==> config.mk <==
export PLATFORM = sky130hd
export DESIGN_NAME = load_store_unit
export DESIGN_NICKNAME = d
export VERILOG_FILES = /design/src/rtl/load_store_unit.sv
export SDC_FILE = /design/constraint.sdc
export NUM_CORES = 1
export LEC_CHECK = 0
export ABC_AREA = 1
export BUFFER_PORTS_ARGS = -buffer_cell sky130_fd_sc_hd__buf_2
export CAP_MARGIN = 20
export CELL_PAD_IN_SITES_DETAIL_PLACEMENT = 1
export CELL_PAD_IN_SITES_GLOBAL_PLACEMENT = 1
export CORE_UTILIZATION = 33
export CTS_CLUSTER_SIZE = 10
export DETAILED_ROUTE_END_ITERATION = 12
export GPL_TIMING_DRIVEN = 0
export PLACE_DENSITY_LB_ADDON = 0.1
export SLEW_MARGIN = 20
export SYNTH_ARGS = -nofsm -noshare
export SYNTH_HDL_FRONTEND = slang
export SYNTH_SLANG_ARGS = --single-unit
==> constraint.sdc <==
create_clock -name clk -period 2.2 [get_ports clk]
set_clock_uncertainty 0.2 [all_clocks]
set_input_delay 0.55 -clock clk [delete_from_list [all_inputs] [get_ports clk]]
set_output_delay 0.55 -clock clk [all_outputs]
set_load 0.1 [all_outputs]
==> src/rtl/load_store_unit.sv <==
// Load/store unit: single outstanding bus access with lane steering, load extension and a REQ timeout.
// Define LSU_MISALIGN_TRAP_EN to reject misaligned halfword/word accesses with BusErr instead of issuing them.
module load_store_unit #(
   parameter int unsigned WIDTH   = 32,
   parameter int unsigned TIMEOUT = 16
) (
   input  logic             clk,
   input  logic             rst_n,
   input  logic [WIDTH-1:0] ALUResult,
   input  logic [WIDTH-1:0] WriteData,
   input  logic             MemRead,
   input  logic             MemWrite,
   input  logic [2:0]       funct3,
   output logic             Stall,
   output logic [WIDTH-1:0] ReadData,
   output logic             ReadValid,
   output logic             BusErr,
   output logic             mem_req,
   output logic             mem_we,
   output logic [WIDTH-1:0] mem_addr,
   output logic [WIDTH-1:0] mem_wdata,
   output logic [3:0]       mem_be,
   input  logic             mem_ack,
   input  logic [WIDTH-1:0] mem_rdata
);

   localparam int unsigned CW = $clog2(TIMEOUT + 1);

   typedef enum logic [1:0] {IDLE, REQ, DONE} state_t;
   typedef enum logic [1:0] {SZ_BYTE, SZ_HALF, SZ_WORD} size_t;

   // Store encodings 100/101 are not legal, so they fall through to word like any other unsupported value.
   function automatic size_t decode_size(input logic [2:0] f3, input logic store);
      size_t sz;
      sz = SZ_WORD;
      if (f3 == 3'b000 || (!store && f3 == 3'b100))
         sz = SZ_BYTE;
      else if (f3 == 3'b001 || (!store && f3 == 3'b101))
         sz = SZ_HALF;
      return sz;
   endfunction

   state_t           state_q, state_d;
   logic [WIDTH-1:0] addr_q, addr_d;
   logic [WIDTH-1:0] wdata_q, wdata_d;
   logic [WIDTH-1:0] rdata_q, rdata_d;
   logic [2:0]       funct3_q, funct3_d;
   logic             we_q, we_d;
   logic             err_q, err_d;
   logic [CW-1:0]    cnt_q, cnt_d;

   size_t            acc_size;
   logic [7:0]       byte_lane;
   logic [15:0]      half_lane;
   logic [3:0]       lane_be;
   logic [WIDTH-1:0] lane_wdata;
   logic [WIDTH-1:0] load_data;
   logic             misalign;

`ifdef LSU_MISALIGN_TRAP_EN
   size_t req_size;
   assign req_size = decode_size(funct3, MemWrite);
   assign misalign = (req_size == SZ_HALF && ALUResult[0]) ||
                     (req_size == SZ_WORD && ALUResult[1:0] != 2'b00);
`else
   assign misalign = 1'b0;
`endif

   assign acc_size  = decode_size(funct3_q, we_q);
   assign byte_lane = 8'(mem_rdata >> {addr_q[1:0], 3'b000});
   assign half_lane = 16'(mem_rdata >> {addr_q[1], 4'b0000});

   always_comb begin
      lane_be    = 4'b1111;
      lane_wdata = wdata_q;
      load_data  = mem_rdata;
      case (acc_size)
         SZ_BYTE: begin
            lane_be    = 4'b0001 << addr_q[1:0];
            lane_wdata = {(WIDTH/8){wdata_q[7:0]}};
            load_data  = funct3_q[2] ? {{(WIDTH-8){1'b0}}, byte_lane}
                                     : {{(WIDTH-8){byte_lane[7]}}, byte_lane};
         end
         SZ_HALF: begin
            lane_be    = addr_q[1] ? 4'b1100 : 4'b0011;
            lane_wdata = {(WIDTH/16){wdata_q[15:0]}};
            load_data  = funct3_q[2] ? {{(WIDTH-16){1'b0}}, half_lane}
                                     : {{(WIDTH-16){half_lane[15]}}, half_lane};
         end
         default: begin
            lane_be    = 4'b1111;
            lane_wdata = wdata_q;
            load_data  = mem_rdata;
         end
      endcase
   end

   always_comb begin
      state_d  = state_q;
      addr_d   = addr_q;
      wdata_d  = wdata_q;
      rdata_d  = rdata_q;
      funct3_d = funct3_q;
      we_d     = we_q;
      cnt_d    = cnt_q;
      err_d    = 1'b0;
      Stall    = 1'b0;
      mem_req  = 1'b0;
      case (state_q)
         IDLE: begin
            if (MemRead || MemWrite) begin
               Stall    = 1'b1;
               addr_d   = ALUResult;
               wdata_d  = WriteData;
               funct3_d = funct3;
               we_d     = MemWrite;
               cnt_d    = '0;
               if (misalign) begin
                  state_d = DONE;
                  err_d   = 1'b1;
                  rdata_d = '0;
               end else begin
                  state_d = REQ;
               end
            end
         end
         REQ: begin
            Stall   = 1'b1;
            mem_req = 1'b1;
            if (mem_ack) begin
               state_d = DONE;
               if (!we_q)
                  rdata_d = load_data;
            end else if (cnt_q == CW'(TIMEOUT - 1)) begin
               state_d = DONE;
               err_d   = 1'b1;
               rdata_d = '0;
            end else begin
               cnt_d = cnt_q + 1'b1;
            end
         end
         DONE:    state_d = IDLE;
         default: state_d = IDLE;
      endcase
   end

   always_ff @(posedge clk) begin
      if (!rst_n) begin
         state_q  <= IDLE;
         addr_q   <= '0;
         wdata_q  <= '0;
         rdata_q  <= '0;
         funct3_q <= '0;
         we_q     <= 1'b0;
         err_q    <= 1'b0;
         cnt_q    <= '0;
      end else begin
         state_q  <= state_d;
         addr_q   <= addr_d;
         wdata_q  <= wdata_d;
         rdata_q  <= rdata_d;
         funct3_q <= funct3_d;
         we_q     <= we_d;
         err_q    <= err_d;
         cnt_q    <= cnt_d;
      end
   end

   assign mem_addr  = {addr_q[WIDTH-1:2], 2'b00};
   assign mem_we    = mem_req & we_q;
   assign mem_be    = mem_req ? lane_be : 4'b0000;
   assign mem_wdata = lane_wdata;
   assign ReadData  = rdata_q;
   assign BusErr    = err_q;
   // Error completions reuse DONE but must never present data as valid.
   assign ReadValid = (state_q == DONE) && !we_q && !err_q;

endmodule

# --- Word-level counts from Yosys, hierarchy flattened ---
# Cells that the tools add are included.
word_totals:
  output_inout_bits: 105
  inputBits: 104
  ff_bits: 108
  elab_cells: 70
op_classes:
  n_eq_ne: 12
  n_addsub: 1
  bitwise: 3
  reduce_logical: 19
  muxes: 24
  n_shift: 3
ops:
  columns: ["cell", "count"]
  rows:
  - ["2-to-1 mux 32 bit", 5]
  - ["case mux 32 bit (2 select lines)", 2]
  - [">> shifter 32 x 5 -> 16 bit", 1]
  - [">> shifter 32 x 5 -> 8 bit", 1]
  - ["2-to-1 mux 5 bit", 3]
  - ["2-to-1 mux 2 bit", 5]
  - ["case mux 5 bit (2 select lines)", 1]
  - ["2-to-1 mux 4 bit", 2]
  - ["!= test 2 bit (second input constant)", 4]
  - ["case mux 4 bit (2 select lines)", 1]
  - ["== test 3 bit (second input constant)", 2]
  - ["adder 5 x 1 -> 5 bit (second input constant)", 1]
  - ["== test 5 x 4 -> 1 bit (second input constant)", 1]
  - ["== test 2 x 1 -> 1 bit (second input constant)", 2]
  - ["logical AND 1 bit", 4]
  - ["logical NOT 2 bit", 2]
  - ["case mux 2 bit (2 select lines)", 1]
  - ["AND reduction 2 bit", 2]
  - ["AND reduction 4 bit", 1]
  - ["nonzero test 2 bit", 2]
  - ["<< shifter 1 x 2 -> 4 bit (first input constant)", 1]
  - ["== test 3 x 1 -> 1 bit (second input constant)", 1]
  - ["logical NOT 3 bit", 1]
  - ["logical OR 1 bit", 3]
  - ["9 further kinds", 13]

# --- Logic depth before layout (Yosys ltp) ---
# Gate-level depths: netlist of run 1.
depth:
  ltp_word: 9
  ltp_mapped: 12
  mapped_depth_nobuf: 12

# --- Least setup slack after synthesis of run 1 ---
# OpenSTA, ideal clock, no wires.
synth_timing:
  path_kind: "flip-flop to output port"
  startpoint: "reg err_q, in the netlist BusErr"
  endpoint: "out ReadValid"
  slack_ps: -2140
  t_required_ps: 1450
  n_path_buf: 0
  path_stages_with_launch: 2
  arrival_time_ps: 3590
  path_cell_list: "dfxtp_1 nor4_1"
synth_between:
  elab_chain_len: 2
synth_lines:
  columns: ["item", "line_no", "rtl"]
  rows:
  - ["from (decl)", "49", "logic err_q, err_d;"]
  - ["from (signal assigned)", "164", "err_q <= err_d;"]
  - ["logical NOT 1 bit", "176", "assign ReadValid = (state_q == DONE) && !we_q && !err_q;"]
  - ["logical AND 1 bit", "176", null]
  - ["to (decl)", "16", "output logic ReadValid,"]
# Every way passes these cells.

# --- Worst setup path in the final report of run 1 ---
layout_timing:
  startpoint: "reg we_q"
  endpoint: "out mem_wdata[26]"
layout_between:
  elab_chain_len: 7
  elab_cells_between_ends: 10
  classes_between: "eq/ne (1); mux (3); reduce/logical (6)"
layout_lines:
  columns: ["item", "line_no", "rtl"]
  rows:
  - ["from (decl)", "48", "logic we_q, we_d;"]
  - ["from (signal assigned)", "163", "we_q <= we_d;"]
  - ["logical NOT 1 bit (*)", "36, 38", null]
  - ["logical AND 1 bit", "38", "else if (f3 == 3'b001 || (!store && f3 == 3'b101))"]
  - ["logical OR 1 bit", "38", null]
  - ["2-to-1 mux 2 bit", "38", null]
  - ["2-to-1 mux 2 bit (*)", "36", "if (f3 == 3'b000 || (!store && f3 == 3'b100))"]
  - ["== test 2 x 1 -> 1 bit or logical NOT 2 bit (tied branches)", "77", "case (acc_size)"]
  - ["case mux 32 bit (2 select lines) (*)", "77", null]
  - ["to (decl)", "21", "output logic [WIDTH-1:0] mem_wdata,"]
# Every way passes the cells marked *; elsewhere a longest branch is shown, timed or not.

==> metrics.txt, run 1 <==
outcome=complete, but fails checks; failing checks=negative setup slack; FMAX=0.391 GHz; Worst-Skew Late Latency=0.35 ns; Initial Utilization=0.337; routed length per instance=16.3 µm; GRT overflow=0; slowest cell delay on critical path=0.37 ns; port bufs=205; ys flop type=dfxtp_1; layout cells sized above 1=0.395; Seq/Total Area, Yosys=0.422; Layout Nets=1,102; Area contributors post-synth=dfxtp_1 42%, nand2_1 11%, nor2_1 9.7%; final wirelength=19.4 mm; compound-gate portion of the synthesized area=0.174; maximum VDD drop=0.000762 V; reg-to-reg endpoint=ReadData[21]; share of the synthesized area in the top cell type=0.422; Vert. Die Dim=127 µm; PD cells=886 nW/µm²; WP buf/inv=3; Post-Syn Instances=751; Post-Syn Area=5130 µm²; flops & latches, synth=108; Ports=209; TritonCTS Sinks=108; Net Sw Frac=0.449; first-pass GRT wire length=29.9 mm; Final Hold Viols=0; WP depth=6; most instantiated library cell after synthesis=nand2_1; Cell Rows=45; CP startpoint kind=flop; drt initial violations=211; syn_area_per_cell=6.83 µm²; CP Max Fanout=8; crit path to=mem_wdata[26]; critical setup path kind=flop to output pin; Synth cell types=28; mux share of post-synthesis cell area=0; synthesis-to-finish area growth=55.6%; Worst-path clk slew=0.07 ns; max-capacitance violation count=0; Post-DRT Antenna Nets=0; part of the power in combinational logic=0.462; P_int=3890 µW; largest family of logic cells by synthesized area=simple AND/OR/NAND/NOR gates; minimum clock period=2.56 ns; CTS Buf Count=9; synth cell count leaders=154 x nand2_1, 132 x nor2_1, 108 x dfxtp_1; Filler cells=1,952; Final WS setup=-0.360 ns; CP startpoint=we_q; Core Footprint=15,200 µm²; CP Data Required Time=1.45 ns; DIE AREA=16,000 µm²; Placer Congestion=0.809; clock root buffer=clkbuf_16; setup slack, reg-to-reg=0.13 ns; Clock power frac=0.221; area leader, netlist=dfxtp_1; worst hold start=ALUResult[11]; fin area=7970 µm²; Yosys Warn Count=0; crit path DAT=1.81 ns; setup TNS=-6.99 ns; sequential power share=0.317; Crit path max-delay family=buffers and inverters; CP cell instances=nand2_4 > inv_4 > nor3_4 > inv_4 > o211ai_1 > buf_6; largest net degree at the start of global routing=19; share of flip-flops with an asynchronous set or reset=0; Crit path top cell by count=inv_4; Setup Viol. Count Final=28; final HPWL from detailed placement=13.9 mm; routed vias=5,778; Slew Limit Headroom=0.638; Synth Area in Adders=0.00488; reg-to-reg startpoint=cnt_q[0]; Synth Area in Simple Gates=0.264; P_leak=0.00385 µW; iteration count of the initial detailed-routing pass=4; Remaining DRCs=0; RSZ-0062 raised after global routing=true; Post-synth EDFFs=0; initial antenna violation count=3; Final Slew Violations=0; CTS tree=yes; final cycle utilization of the critical path=1.16; die span in x=127 µm; Clock Tree Buf Depth=2; Post-DP Area=6640 µm²; global-route usage over all layers=0.240; Slowest cell on crit path=dfxtp_4; H-tree levels=3; number of global-route vias before repair=5,898; HP Class=primary input to flop; worst-margin pin slew=0.543 ns; vias per cell=4.85; post-synthesis xor/xnor area fraction=0; CP endpoint kind=output pin; Sw Pwr=3170 µW; FF-to-FF path depth=11
## cell usage in the layout (no fill, tap or decap), drive strengths merged, types with 3 or more instances in the layout
master,netlist,final
dfxtp,108,108
nand2,154,154
clkbuf,34,43
nand3,28,28
buf,50,285
o21ai,81,81
nor3,11,11
inv,52,51
clkinvlp,0,3
or2,3,3
clkinv,1,4
nor2,132,132
a21oi,75,75
o211ai,13,13
## per-stage QoR
stage	hold WS (ns)	instances	power (µW)	setup slack [ns]	utilization
2_1_floorplan	0.245	752	4420	-0.953	-
3_3_place_gp	0.252	1145	4940	-0.597	0.437
3_5_place_dp	0.254	1145	4960	-0.617	0.437
4_1_cts	0.200	1179	6980	-0.362	0.506
5_1_grt	0.206	1189	7370	-0.401	0.524
6_report	0.215	1191	7060	-0.360	0.525
## timing repair
item                                    4_1_cts  5_1_grt
hold buffers                                  0        0
gates resized for setup                     179       62
endpoints found under the setup margin       65       75
cloned                                        0        1
setup buffers                                19       11
pin swaps                                    13       21
## layout make-up
cell class / instances / area (µm²) / area share
plain buffers: 83 / 612 / 0.0767
repair buffers: 234 / 1720 / 0.215
clock buffers: 11 / 243 / 0.0304
flip-flops and latches: 108 / 2180 / 0.273
clock inverters: 5 / 37.5 / 0.00471
inverters: 53 / 213 / 0.0267
multi-input cells: 507 / 2730 / 0.343
diodes: 2 / 5.00 / 0.000628
well taps: 188 / 235 / 0.0295
## kinds of logic (layout without fill, tap and decap cells)
logic type                 Yosys count  after routing
and+or+nand+nor                    332            332
AOI/OAI and AO/OA                  171            171
DFF                                108            108
buffers and inverters              137            386
other                                1              4
adders and majority gates            2              2
## flip-flops by register name (all words and copies together), names as in the netlist
name      flops
we_q          1
cnt_q         5
addr_q       32
state_q       2
ReadData     32
funct3_q      3
BusErr        1
wdata_q      32
## worst min-delay path: cells and delay by family
family	cells	cell delay [ns]
buf+inv	1	0.07
simple gates	2	0.11
## how the worst min path moves through the flow
stage	endpoint	slack, ns	cells past startpoint
global route	addr_q[11]	0.21	3
finish	addr_q[11]	0.22	3
CTS	BusErr	0.20	2
detailed placement	ReadData[4]	0.25	2
floorplan	cnt_q[4]	0.25	2
global placement	ReadData[8]	0.25	2
## layer usage
layer  global-route usage  up-vias  share of wire
li1                     -     2869              -
met1                0.279     2718           0.44
met2                0.426      163           0.49
met3               0.0679       28          0.053
met4               0.0709        0          0.021
met5                    0        -              0
## power groups by stage
stage	combinational, µW	sequential [µW]	clock (µW)
final	3260	2240	1560
after global routing	3420	2260	1690
after CTS	3140	2230	1610
after detailed placement	2700	2260	0
after global placement	2690	2250	0
after floorplan	2050	2370	0
(Power assumes the default switching activity.)
==> run 2: changes to the inputs <==
CORE_ASPECT_RATIO = 1.2   (was unset)
GPL_ROUTABILITY_DRIVEN = 0   (was unset)
PLACE_DENSITY = 0.86   (was unset)
PLACE_DENSITY_LB_ADDON = unset   (was 0.1)
==> run 2 against run 1 <==
  * The flow still finishes with violations (negative setup slack)
  * Critical path depth is 1 higher
  * Combinational power down 2%
  * Routed wire length grew 6.6%
  * Cell area fell by 2.4%
  * Die area about the same
  * Count of clock-buffer cells in the layout rose by 2
  * Sequential power hardly changed
  * First-iteration DRC count is 1.4% lower
  * Final cell count grew 0.67%
  * Utilization shrank 0.87 points
  * Critical path type unchanged
  * Largest power group unchanged
  * Highest routed layer is now met5
==> metrics.txt, run 2 (synthesis gave the netlist of run 1 again) <==
Slew Limit Headroom=0.624 (was 0.638); Clock Tree Buf Depth=2 (unchanged); max-capacitance violation count=0 (unchanged); CP cell instances=nand2_4 > inv_4 > buf_6 > nor3_4 > inv_4 > o211ai_1 > buf_6 (was nand2_4 > inv_4 > nor3_4 > inv_4 > o211ai_1 > buf_6); vias per cell=4.97 (was 4.85); Filler cells=1,993 (was 1,952); Final WS setup=-0.318 ns (was -0.360 ns); worst hold start=mem_ack (was ALUResult[11]); Vert. Die Dim=139 µm (was 127 µm); Worst-Skew Late Latency=0.36 ns (was 0.35 ns); Worst-path clk slew=0.07 ns (about the same); global-route usage over all layers=0.255 (was 0.240); minimum clock period=2.52 ns (was 2.56 ns); layout cells sized above 1=0.378 (was 0.395); clock root buffer=clkbuf_16 (unchanged); CTS Buf Count=9 (unchanged); Cell Rows=49 (was 45); critical setup path kind=flop to output pin (unchanged); most common cell after layout, fill and taps aside=buf_2 (unchanged); hold_ws=0.213 ns (was 0.215 ns); Post-DP Area=6660 µm² (was 6640 µm²); drt initial violations=208 (was 211); Slowest cell on crit path=dfxtp_4 (unchanged); highest metal used=met5 (was met4); first-pass GRT wire length=31.6 mm (was 29.9 mm); die span in x=116 µm (was 127 µm); TritonCTS Sinks=108 (unchanged); HP Class=primary input to flop (unchanged); Initial Utilization=0.340 (was 0.337); CP endpoint kind=output pin (unchanged); slowest cell delay on critical path=0.36 ns (was 0.37 ns); final wirelength=20.6 mm (was 19.4 mm); area of the multi-input gates=2620 µm² (was 2730 µm²); FMAX=0.397 GHz (was 0.391 GHz); P_leak=0.00371 µW (was 0.00385 µW); Remaining DRCs=0 (unchanged); Post-DRT Antenna Nets=0 (unchanged); GRT overflow=0 (unchanged); Final Slew Violations=0 (unchanged); CTS tree=yes (unchanged); fin area=7780 µm² (was 7970 µm²); Layout Nets=1,095 (was 1,102); met2 wire len=10.5 mm (was 9.49 mm); Final Hold Viols=0 (unchanged); outcome=complete, but fails checks (unchanged); RSZ-0062 raised after global routing=true (unchanged); sequential cell area=2180 µm² (unchanged); final cycle utilization of the critical path=1.14 (was 1.16); Core Footprint=15,100 µm² (was 15,200 µm²); crit path DAT=1.77 ns (was 1.81 ns); final HPWL from detailed placement=14.5 mm (was 13.9 mm); port bufs=205 (unchanged); CP Max Fanout=8 (unchanged); CP startpoint kind=flop (unchanged); DIE AREA=16,000 µm² (about the same); maximum VDD drop=0.000606 V (was 0.000762 V); CP startpoint=we_q (unchanged); Ports=209 (unchanged); met1 WL=7.99 mm (was 8.45 mm); CP Data Required Time=1.45 ns (about the same); iteration count of the initial detailed-routing pass=4 (unchanged); commonest non-fill, non-tap cells in the layout=177 x buf_2, 132 x nand2_1, 125 x nor2_1, 101 x dfxtp_1 (was 176 x buf_2, 124 x nand2_1, 124 x nor2_1, 101 x dfxtp_1, 72 x o21ai_0); largest net degree at the start of global routing=19 (unchanged); H-tree levels=3 (unchanged); routed length per instance=17.2 µm (was 16.3 µm); met3 wire len=1.46 mm (was 1.02 mm); failing checks=negative setup slack (unchanged); CTS Hold Bufs=0 (unchanged); PD cells=916 nW/µm² (was 886 nW/µm²); reg-to-reg startpoint=cnt_q[0] (unchanged); routed vias=5,960 (was 5,778); Setup Viol. Count Final=28 (unchanged); synthesis-to-finish area growth=51.8% (was 55.6%); initial antenna violation count=2 (was 3); worst-margin pin slew=0.564 ns (was 0.543 ns); Final Util=0.516 (was 0.525); number of global-route vias before repair=6,240 (was 5,898)
[run 2: changes by cell type in the layout (fill, tap and decap cells not counted), moves of 4 or more]
cell | before | now
nand2_2 | 3 | 9
nand2_4 | 26 | 13
buf_6 | 22 | 18
nand2_1 | 124 | 132
[run 2: through the flow]
step	total power (µW)	std cells	worst slack [ns]	setup TNS, ns
final	7130	1199	-0.318	-5.82
after global routing	7380	1199	-0.363	-7.36
after CTS	7030	1191	-0.373	-6.86
after detailed placement	4960	1161	-0.535	-13.37
after global placement	4920	1161	-0.470	-10.11
after floorplan	4420	752	-0.953	-8.58
[run 2: report_power, final]
part           internal (µW)  switching, µW
Clock                    950            753
Combinational            913           2280
Sequential              2120            115
Total                   3980           3140
[run 2: area by class of cell]
class / count / share of cell area
diodes: 1 / 0.000322
plain buffers: 83 / 0.0759
clock buffers: 13 / 0.0335
clock inverters: 3 / 0.00563
inverters: 53 / 0.0283
multi-input cells: 507 / 0.337
flip-flops and latches: 108 / 0.280
well taps: 204 / 0.0328
repair buffers: 227 / 0.207
[run 2: timing repair]
item | 4_1_cts | 5_1_grt
setup endpoints to repair | 66 | 68
pin swaps | 8 | 16
resized for setup | 154 | 47
buffers inserted | 16 | 7
hold endpoints to repair | 0 | 0
[run 2: layer usage]
| layer | up-vias | GRT usage |
|---|---|---|
| met5 | - | 0 |
| met4 | 2 | 0.120 |
| met3 | 46 | 0.0647 |
| met2 | 213 | 0.451 |
| met1 | 2847 | 0.279 |
| li1 | 2852 | - |
[run 2: critical path, delay by kind of cell (launching register included)]
kind / cells / cell delay, ns
buffers and inverters: 4 / 0.52
AOI/OAI and AO/OA: 1 / 0.29
DFF: 1 / 0.36
and+or+nand+nor: 2 / 0.25
[run 2: path summary, 6_finish.rpt]
check,slack [ns],depth (start not counted),endpoint
worst min-delay path,0.21,2,BusErr
worst max-delay path,-0.32,7,mem_wdata[24]
worst min register to register,0.25,1,cnt_q[0]
worst max register to register,0.12,10,ReadData[23]
